[config.mk]
export PLATFORM = sky130hd
export DESIGN_NAME = idiv_fu_flat
export DESIGN_NICKNAME = d
export VERILOG_FILES = /design/src/rtl/idiv_fu_pkg.sv /design/src/rtl/idiv_fu_if.sv /design/src/rtl/idiv_fu_div.sv /design/src/rtl/idiv_fu.sv /design/src/flat_wrapper.sv
export SDC_FILE = /design/constraint.sdc
export NUM_CORES = 1
export LEC_CHECK = 0
export BUFFER_PORTS_ARGS = -buffer_cell sky130_fd_sc_hd__buf_2
export CAP_MARGIN = 20
export CORE_MARGIN = 5
export CORE_UTILIZATION = 65
export DETAILED_ROUTE_END_ITERATION = 12
export PLACE_DENSITY = 0.95
export RECOVER_POWER = 50
export SYNTH_ARGS = -nofsm -noshare
export SYNTH_HDL_FRONTEND = slang
export SYNTH_SLANG_ARGS = --single-unit
[constraint.sdc]
create_clock -name clk_in -period 7.7 [get_ports clk_in]
set_input_delay 1.54 -clock clk_in [delete_from_list [all_inputs] [get_ports clk_in]]
set_output_delay 1.54 -clock clk_in [all_outputs]
set_load 0.1 [all_outputs]
[src/rtl/idiv_fu_pkg.sv]
// Shared definitions for the iterative integer divide FU.
// cpu_params_pkg  : datapath widths and special-result constants.
// cpu_structs_pkg : the divide operation encoding seen by EXE.
// idiv_fu_pkg     : FSM state type and small op-decoding helpers.
package cpu_params_pkg;
    localparam int XLEN  = 32;
    localparam int RSZ   = 32;
    localparam int CNT_W = 5;

    localparam logic [XLEN-1:0] DIV0_QUO = 32'hFFFFFFFF;
    localparam logic [XLEN-1:0] OVF_QUO  = 32'h80000000;
endpackage

package cpu_structs_pkg;
    typedef enum logic [1:0] {
        DIV  = 2'd0,
        DIVU = 2'd1,
        REM  = 2'd2,
        REMU = 2'd3
    } IDIV_OP_TYPE;
endpackage

package idiv_fu_pkg;
    import cpu_structs_pkg::*;

    typedef enum logic [1:0] {
        IDLE = 2'd0,
        CALC = 2'd1,
        DONE = 2'd2
    } idiv_state_e;

    function automatic logic op_is_signed(input IDIV_OP_TYPE op);
        return (op == DIV) || (op == REM);
    endfunction

    function automatic logic op_is_rem(input IDIV_OP_TYPE op);
        return (op == REM) || (op == REMU);
    endfunction
endpackage

[src/rtl/idiv_fu_if.sv]
// EXE <-> divide FU handshake bundle. EXE is the master, the FU the slave.
interface idiv_fu_if;
    import cpu_params_pkg::*;
    import cpu_structs_pkg::*;

    logic            start_in;
    IDIV_OP_TYPE     op;
    logic [XLEN-1:0] Rs1_data;
    logic [XLEN-1:0] Rs2_data;
    logic            flush_in;
    logic            ready_out;
    logic            valid_out;
    logic [XLEN-1:0] Rd_data;

    modport master (
        output start_in, op, Rs1_data, Rs2_data, flush_in,
        input  ready_out, valid_out, Rd_data
    );

    modport slave (
        input  start_in, op, Rs1_data, Rs2_data, flush_in,
        output ready_out, valid_out, Rd_data
    );
endinterface

[src/rtl/idiv_fu_div.sv]
// sr_div32: unsigned radix-2 restoring divide datapath. One quotient bit
// per step; the dividend is shifted out of quo while quotient bits shift in.
module sr_div32
    import cpu_params_pkg::*;
(
    input  logic            clk,
    input  logic            rst_n,
    input  logic            load,
    input  logic            step,
    input  logic [XLEN-1:0] dividend,
    input  logic [XLEN-1:0] divisor,
    output logic            last,
    output logic [XLEN-1:0] quo,
    output logic [XLEN-1:0] rem
);
    logic [XLEN-1:0]  dvs_q;
    logic [CNT_W-1:0] cnt_q;
    logic [XLEN:0]    shifted;
    logic [XLEN:0]    diff;
    logic             borrow;

    // Trial subtraction of the divisor from the shifted partial remainder.
    always_comb begin
        shifted = {rem, quo[XLEN-1]};
        diff    = shifted - {1'b0, dvs_q};
        borrow  = diff[XLEN];
    end

    assign last = (cnt_q == '0);

    // Load operands, then iterate once per step, restoring on borrow.
    always_ff @(posedge clk or negedge rst_n) begin
        if (!rst_n) begin
            rem   <= '0;
            quo   <= '0;
            dvs_q <= '0;
            cnt_q <= '0;
        end else if (load) begin
            rem   <= '0;
            quo   <= dividend;
            dvs_q <= divisor;
            cnt_q <= CNT_W'(XLEN - 1);
        end else if (step) begin
            rem <= borrow ? shifted[XLEN-1:0] : diff[XLEN-1:0];
            quo <= {quo[XLEN-2:0], ~borrow};
            if (cnt_q != '0) begin
                cnt_q <= cnt_q - 1'b1;
            end
        end
    end
endmodule

[src/rtl/idiv_fu.sv]
// idiv_fu: multi-cycle RV32M DIV/DIVU/REM/REMU unit. Works on operand
// magnitudes through sr_div32 and applies the signs when the result is
// registered. Divide-by-zero and signed overflow skip the iteration.
// Optional build macro IDIV_EARLY_OUT_EN: when |Rs1| < |Rs2| the result is
// known at accept (quotient 0, remainder Rs1) and also skips the iteration.
module idiv_fu
    import cpu_params_pkg::*;
    import cpu_structs_pkg::*;
    import idiv_fu_pkg::*;
(
    input logic      clk_in,
    input logic      reset_in,
    idiv_fu_if.slave bus
);
    idiv_state_e     state_q;
    logic            ready_q;
    logic            valid_q;
    logic [XLEN-1:0] rd_q;
    logic            is_rem_q;
    logic            neg_q;
    logic            use_special_q;
    logic [XLEN-1:0] special_q;

    logic            signed_op;
    logic            rem_op;
    logic            sign1;
    logic            sign2;
    logic [XLEN-1:0] mag1;
    logic [XLEN-1:0] mag2;
    logic            div_zero;
    logic            overflow;
    logic            early_out;
    logic            take_special;
    logic [XLEN-1:0] special_val;
    logic            accept;
    logic            div_load;
    logic            div_step;
    logic            div_last;
    logic [XLEN-1:0] div_quo;
    logic [XLEN-1:0] div_rem;
    logic [XLEN-1:0] raw_res;
    logic [XLEN-1:0] fixed_res;

    // Decode the incoming request: magnitudes, signs and the short-cut cases.
    always_comb begin
        signed_op = op_is_signed(bus.op);
        rem_op    = op_is_rem(bus.op);
        sign1     = signed_op & bus.Rs1_data[XLEN-1];
        sign2     = signed_op & bus.Rs2_data[XLEN-1];
        mag1      = sign1 ? (~bus.Rs1_data + 1'b1) : bus.Rs1_data;
        mag2      = sign2 ? (~bus.Rs2_data + 1'b1) : bus.Rs2_data;
        div_zero  = (bus.Rs2_data == '0);
        overflow  = signed_op && (bus.Rs1_data == OVF_QUO) && (bus.Rs2_data == '1);
        if (div_zero) begin
            special_val = rem_op ? bus.Rs1_data : DIV0_QUO;
        end else if (overflow) begin
            special_val = rem_op ? '0 : OVF_QUO;
        end else begin
            special_val = rem_op ? bus.Rs1_data : '0;
        end
    end

`ifdef IDIV_EARLY_OUT_EN
    assign early_out = !div_zero && (mag1 < mag2);
`else
    assign early_out = 1'b0;
`endif

    assign take_special = div_zero || overflow || early_out;
    assign accept       = (state_q == IDLE) && ready_q && bus.start_in && !bus.flush_in;
    assign div_load     = accept && !take_special;
    assign div_step     = (state_q == CALC) && !bus.flush_in;

    sr_div32 u_div (
        .clk      (clk_in),
        .rst_n    (reset_in),
        .load     (div_load),
        .step     (div_step),
        .dividend (mag1),
        .divisor  (mag2),
        .last     (div_last),
        .quo      (div_quo),
        .rem      (div_rem)
    );

    // Pick quotient or remainder and restore the sign.
    always_comb begin
        raw_res   = is_rem_q ? div_rem : div_quo;
        fixed_res = neg_q ? (~raw_res + 1'b1) : raw_res;
    end

    // Control FSM with registered ready/valid/result; flush overrides everything.
    always_ff @(posedge clk_in or negedge reset_in) begin
        if (!reset_in) begin
            state_q       <= IDLE;
            ready_q       <= 1'b1;
            valid_q       <= 1'b0;
            rd_q          <= '0;
            is_rem_q      <= 1'b0;
            neg_q         <= 1'b0;
            use_special_q <= 1'b0;
            special_q     <= '0;
        end else if (bus.flush_in) begin
            state_q <= IDLE;
            ready_q <= 1'b1;
            valid_q <= 1'b0;
        end else begin
            case (state_q)
                IDLE: begin
                    valid_q <= 1'b0;
                    if (accept) begin
                        ready_q       <= 1'b0;
                        is_rem_q      <= rem_op;
                        neg_q         <= rem_op ? sign1 : (sign1 ^ sign2);
                        use_special_q <= take_special;
                        special_q     <= special_val;
                        state_q       <= take_special ? DONE : CALC;
                    end
                end
                CALC: begin
                    if (div_last) begin
                        state_q <= DONE;
                    end
                end
                DONE: begin
                    valid_q <= 1'b1;
                    ready_q <= 1'b1;
                    rd_q    <= use_special_q ? special_q : fixed_res;
                    state_q <= IDLE;
                end
                default: begin
                    state_q <= IDLE;
                    ready_q <= 1'b1;
                    valid_q <= 1'b0;
                end
            endcase
        end
    end

    assign bus.ready_out = ready_q;
    assign bus.valid_out = valid_q;
    assign bus.Rd_data   = rd_q;
endmodule

[src/flat_wrapper.sv]
// flat-port wrapper written by rule: the top's interface ports become plain ports
module idiv_fu_flat import cpu_params_pkg::*; import cpu_structs_pkg::*; import idiv_fu_pkg::*;
  (clk_in, reset_in, bus_start_in, bus_op, bus_Rs1_data, bus_Rs2_data, bus_flush_in, bus_ready_out, bus_valid_out, bus_Rd_data);
  idiv_fu_if bus_i ();
  input logic clk_in;
  input logic reset_in;
  input wire logic [$bits(bus_i.start_in)-1:0] bus_start_in;
  input wire logic [$bits(bus_i.op)-1:0] bus_op;
  input wire logic [$bits(bus_i.Rs1_data)-1:0] bus_Rs1_data;
  input wire logic [$bits(bus_i.Rs2_data)-1:0] bus_Rs2_data;
  input wire logic [$bits(bus_i.flush_in)-1:0] bus_flush_in;
  output wire logic [$bits(bus_i.ready_out)-1:0] bus_ready_out;
  output wire logic [$bits(bus_i.valid_out)-1:0] bus_valid_out;
  output wire logic [$bits(bus_i.Rd_data)-1:0] bus_Rd_data;
  assign bus_i.start_in = bus_start_in;
  assign bus_i.op = bus_op;
  assign bus_i.Rs1_data = bus_Rs1_data;
  assign bus_i.Rs2_data = bus_Rs2_data;
  assign bus_i.flush_in = bus_flush_in;
  assign bus_ready_out = bus_i.ready_out;
  assign bus_valid_out = bus_i.valid_out;
  assign bus_Rd_data = bus_i.Rd_data;
  idiv_fu u_core (.clk_in(clk_in), .reset_in(reset_in), .bus(bus_i));
endmodule
==> results.cfg <==
[clock_tree]
cts.sinks = 172
tritoncts = built
cts_buffer_depth = 2
clockRootBuffer = sky130_fd_sc_hd__clkbuf_16
clk_pin_slew_ps = 70
source_to_sink_clock_delay_at_the_later_pin_of_the_worst_skew_pair_ps = 440
postCtsResizedCells = 0
cts_post_setup_buffers_inserted = 0
maximum_level_of_the_cts_h_tree = 4
cts_inserted_buffers = 17
cts-hold-fix-buffers = 0

[timing]
fin_worst_skew_ps = 8.77
highest_clock_frequency_the_design_can_meet_mhz = 186
normalized_max_slew_margin = -1.25
final.min_clock_period_ps = 5370
finalSetupViolCount = 0
period_share = 0.698
rsz_0062_raised_after_global_routing = false
tns_ps = 0
slew_viol_final = 160
max_slew.worst_pin.slew_ps = 3370
hold_violations = 0

[die]
die-width_um = 145
std_cell_rows = 49
die_area_sq_um = 21000
floorplan.die.height_um = 145
initial_utilization = 0.660
placeableCoreArea_sq_um = 17900
floorplan.io_pins = 104

[cells_and_area]
final_layout_size_suffix_gt1_frac = 0.108
fill_cells = 1273
finish.utilization = 0.722
finish.net_count = 1537
antenna-diode-count = 0
area_growth_pct = 9.36

[grt]
initial_antenna_violation_count = 2
first_global_vias = 10400
grt_first_pass_wirelength_um = 50900
grt_remaining_overflow = 0
global_route.usage.total = 0.302
grt_max_degree = 93

[synthesis]
synthTopCellsByArea = sky130_fd_sc_hd__dfrtp_1, sky130_fd_sc_hd__a21oi_1, sky130_fd_sc_hd__xnor2_1
synth.lib_cells_used.distinct = 70
synthDominantAreaCellType = sky130_fd_sc_hd__dfrtp_1
postSynth.asyncResetShare = 1.00
synth_enable_flop_cells = 0
syn_avg_cell_area_sq_um = 8.60
yosys_register_bits = 172
ys.flop_type = sky130_fd_sc_hd__dfrtp_1
ys_warn_count = 0
ys_top_cells_by_count = sky130_fd_sc_hd__dfrtp_1, sky130_fd_sc_hd__a21oi_1, sky130_fd_sc_hd__nand2_1
syn-instance-count = 1373
cell_with_the_most_instances_after_synthesis = sky130_fd_sc_hd__dfrtp_1
netlist.area_leader.share = 0.362
ys_seq_area_frac = 0.365
syn_area_sq_um = 11800
synth_fp_nets = 1482

[worst_setup_path]
startpoint_to_endpoint_class_of_the_critical_path = flop to flop
critPathArrivalTime_ps = 5670
crit_slowest_cell = sky130_fd_sc_hd__clkbuf_1
critical_path_cell_sequence = clkbuf_1, or3b_2, a221oi_1, nand4b_1, nor2_1, nand2_1, o31ai_1, xnor2_1, o21ai_0
worstSetupEndpointType = flop
top_fanout_value_on_the_critical_path = 67
worstPathRequired_ps = 8000
path_delay_family = buffers and inverters
cp.buffers_inverters = 1
crit_path_max_incr_delay_ps = 2370
cp-start-kind = flop

[place]
io_buffer_count = 103
dp_hpwl_um = 22700
place_congestion = 0.959

[power]
peak_supply_drop_mv = 0.205
p_total_mw = 4.56
p_leak_nw = 5.85
pwr_density_cell_nw_per_um2 = 353

[route]
route.detailed.vias_per_inst = 6.59
route.final.wire_length_um = 31500
num_vias = 11000
first_iter_violations = 1445
dr.pass1.iters = 7
postRouteAntennaNets = 0
detail_route.drc_violations = 0
detail_route.wl_per_cell_um = 18.9

[run_status]
run_status = finished with violations
violations = capacitance limit, slew limit

[min_path]
holdCritPathClass = flop to flop

[flow_run]
cap_violations = 3
-- path summary, 6_finish.rpt --
path	from	to	slack [ps]	depth (start not counted)
max	u_core.is_rem_q	u_core.bus.Rd_data[27]	2330	9
min	u_core.bus.Rd_data[2]	u_core.bus.Rd_data[2]	470	2
max in group asynchronous	reset_in	u_core.u_div.dvs_q[28]	5360	3
min reg2reg	u_core.bus.Rd_data[2]	u_core.bus.Rd_data[2]	470	2
min in group asynchronous	reset_in	u_core.bus.Rd_data[10]	1140	1
max reg2reg	u_core.is_rem_q	u_core.bus.Rd_data[27]	2330	9
-- tightest hold or removal path: cells and delay by family (launching register included) --
kind	cells	cell delay (ps)
and+or+nand+nor	1	40
AOI/OAI and AO/OA	1	60
DFF	1	340
-- kinds of logic (layout without fill, tap and decap cells) --
group,count (synthesis),count (layout),synth area share
AO/OA/AOI/OAI,425,425,0.228
XOR/XNOR,121,121,0.0897
adder cells (fa/ha/maj),39,39,0.0419
buffers and inverters,134,202,0.0503
flip-flops,172,172,0.365
multiplexers,53,53,0.0454
AND/OR/NAND/NOR,429,429,0.180
-- placed cells by master, fill, tap and decap left out, types with 17 or more instances in the layout --
master | synthesis | routed
sky130_fd_sc_hd__dfrtp_1 | 171 | 170
sky130_fd_sc_hd__a21oi_1 | 130 | 130
sky130_fd_sc_hd__nand2_1 | 121 | 121
sky130_fd_sc_hd__nor2_1 | 115 | 114
sky130_fd_sc_hd__o21ai_0 | 101 | 101
sky130_fd_sc_hd__buf_2 | 16 | 93
sky130_fd_sc_hd__xnor2_1 | 69 | 68
sky130_fd_sc_hd__inv_1 | 55 | 55
sky130_fd_sc_hd__xor2_1 | 52 | 52
sky130_fd_sc_hd__mux2i_1 | 48 | 48
sky130_fd_sc_hd__nand2b_1 | 42 | 42
sky130_fd_sc_hd__ha_1 | 38 | 38
sky130_fd_sc_hd__nor3_1 | 34 | 34
sky130_fd_sc_hd__a22o_1 | 31 | 31
sky130_fd_sc_hd__a221o_1 | 23 | 23
sky130_fd_sc_hd__and3_1 | 22 | 22
sky130_fd_sc_hd__o21ai_1 | 22 | 22
sky130_fd_sc_hd__o31ai_1 | 21 | 21
sky130_fd_sc_hd__clkbuf_16 | 0 | 17
-- sequential cells by signal, summed over array words and instances (netlist names) --
signal                count
u_core.bus.Rd_data       32
u_core.u_div.cnt_q        5
u_core.use_special_q      1
u_core.special_q         32
u_core.state_q            2
u_core.is_rem_q           1
u_core.bus.valid_out      1
u_core.neg_q              1
u_core.u_div.quo         32
u_core.u_div.dvs_q       32
u_core.u_div.rem         32
u_core.bus.ready_out      1
-- routing by layer --
layer | GRT usage | vias to the layer above | routed length (um)
li1 | - | 5080 | -
met1 | 0.415 | 5193 | 13000
met3 | 0.0611 | 122 | 3140
met5 | 0 | - | 21
met2 | 0.474 | 602 | 14300
met4 | 0.112 | 4 | 1060
-- stage by stage --
stage | std cells | setup WS [ps] | hold WS [ps] | instance area, sq um
final | 1670 | 2330 | 472 | 12900
after CTS | 1668 | 3010 | 479 | 12900
after global routing | 1670 | 2070 | 492 | 12900
after floorplan | 1373 | 3820 | 442 | 11800
after global placement | 1636 | 2660 | 453 | 12300
after detailed placement | 1636 | 2550 | 464 | 12300
-- final cells by class --
type | instances | area [sq um] | area share
clock buffer | 19 | 453 | 0.0351
clock inverter | 13 | 141 | 0.0109
inverter | 55 | 206 | 0.0160
multi-input combinational | 1067 | 6920 | 0.536
sequential | 172 | 4310 | 0.333
tap | 229 | 287 | 0.0222
timing repair buffer | 115 | 602 | 0.0466
-- power breakdown --
| group | internal, mW | switching, mW | leakage, nW |
|---|---|---|---|
| clock | 0.496 | 0.368 | 0.286 |
| combinational | 0.926 | 1.32 | 3.38 |
| sequential | 1.15 | 0.300 | 2.19 |
Power figures use the tool's default switching activity.
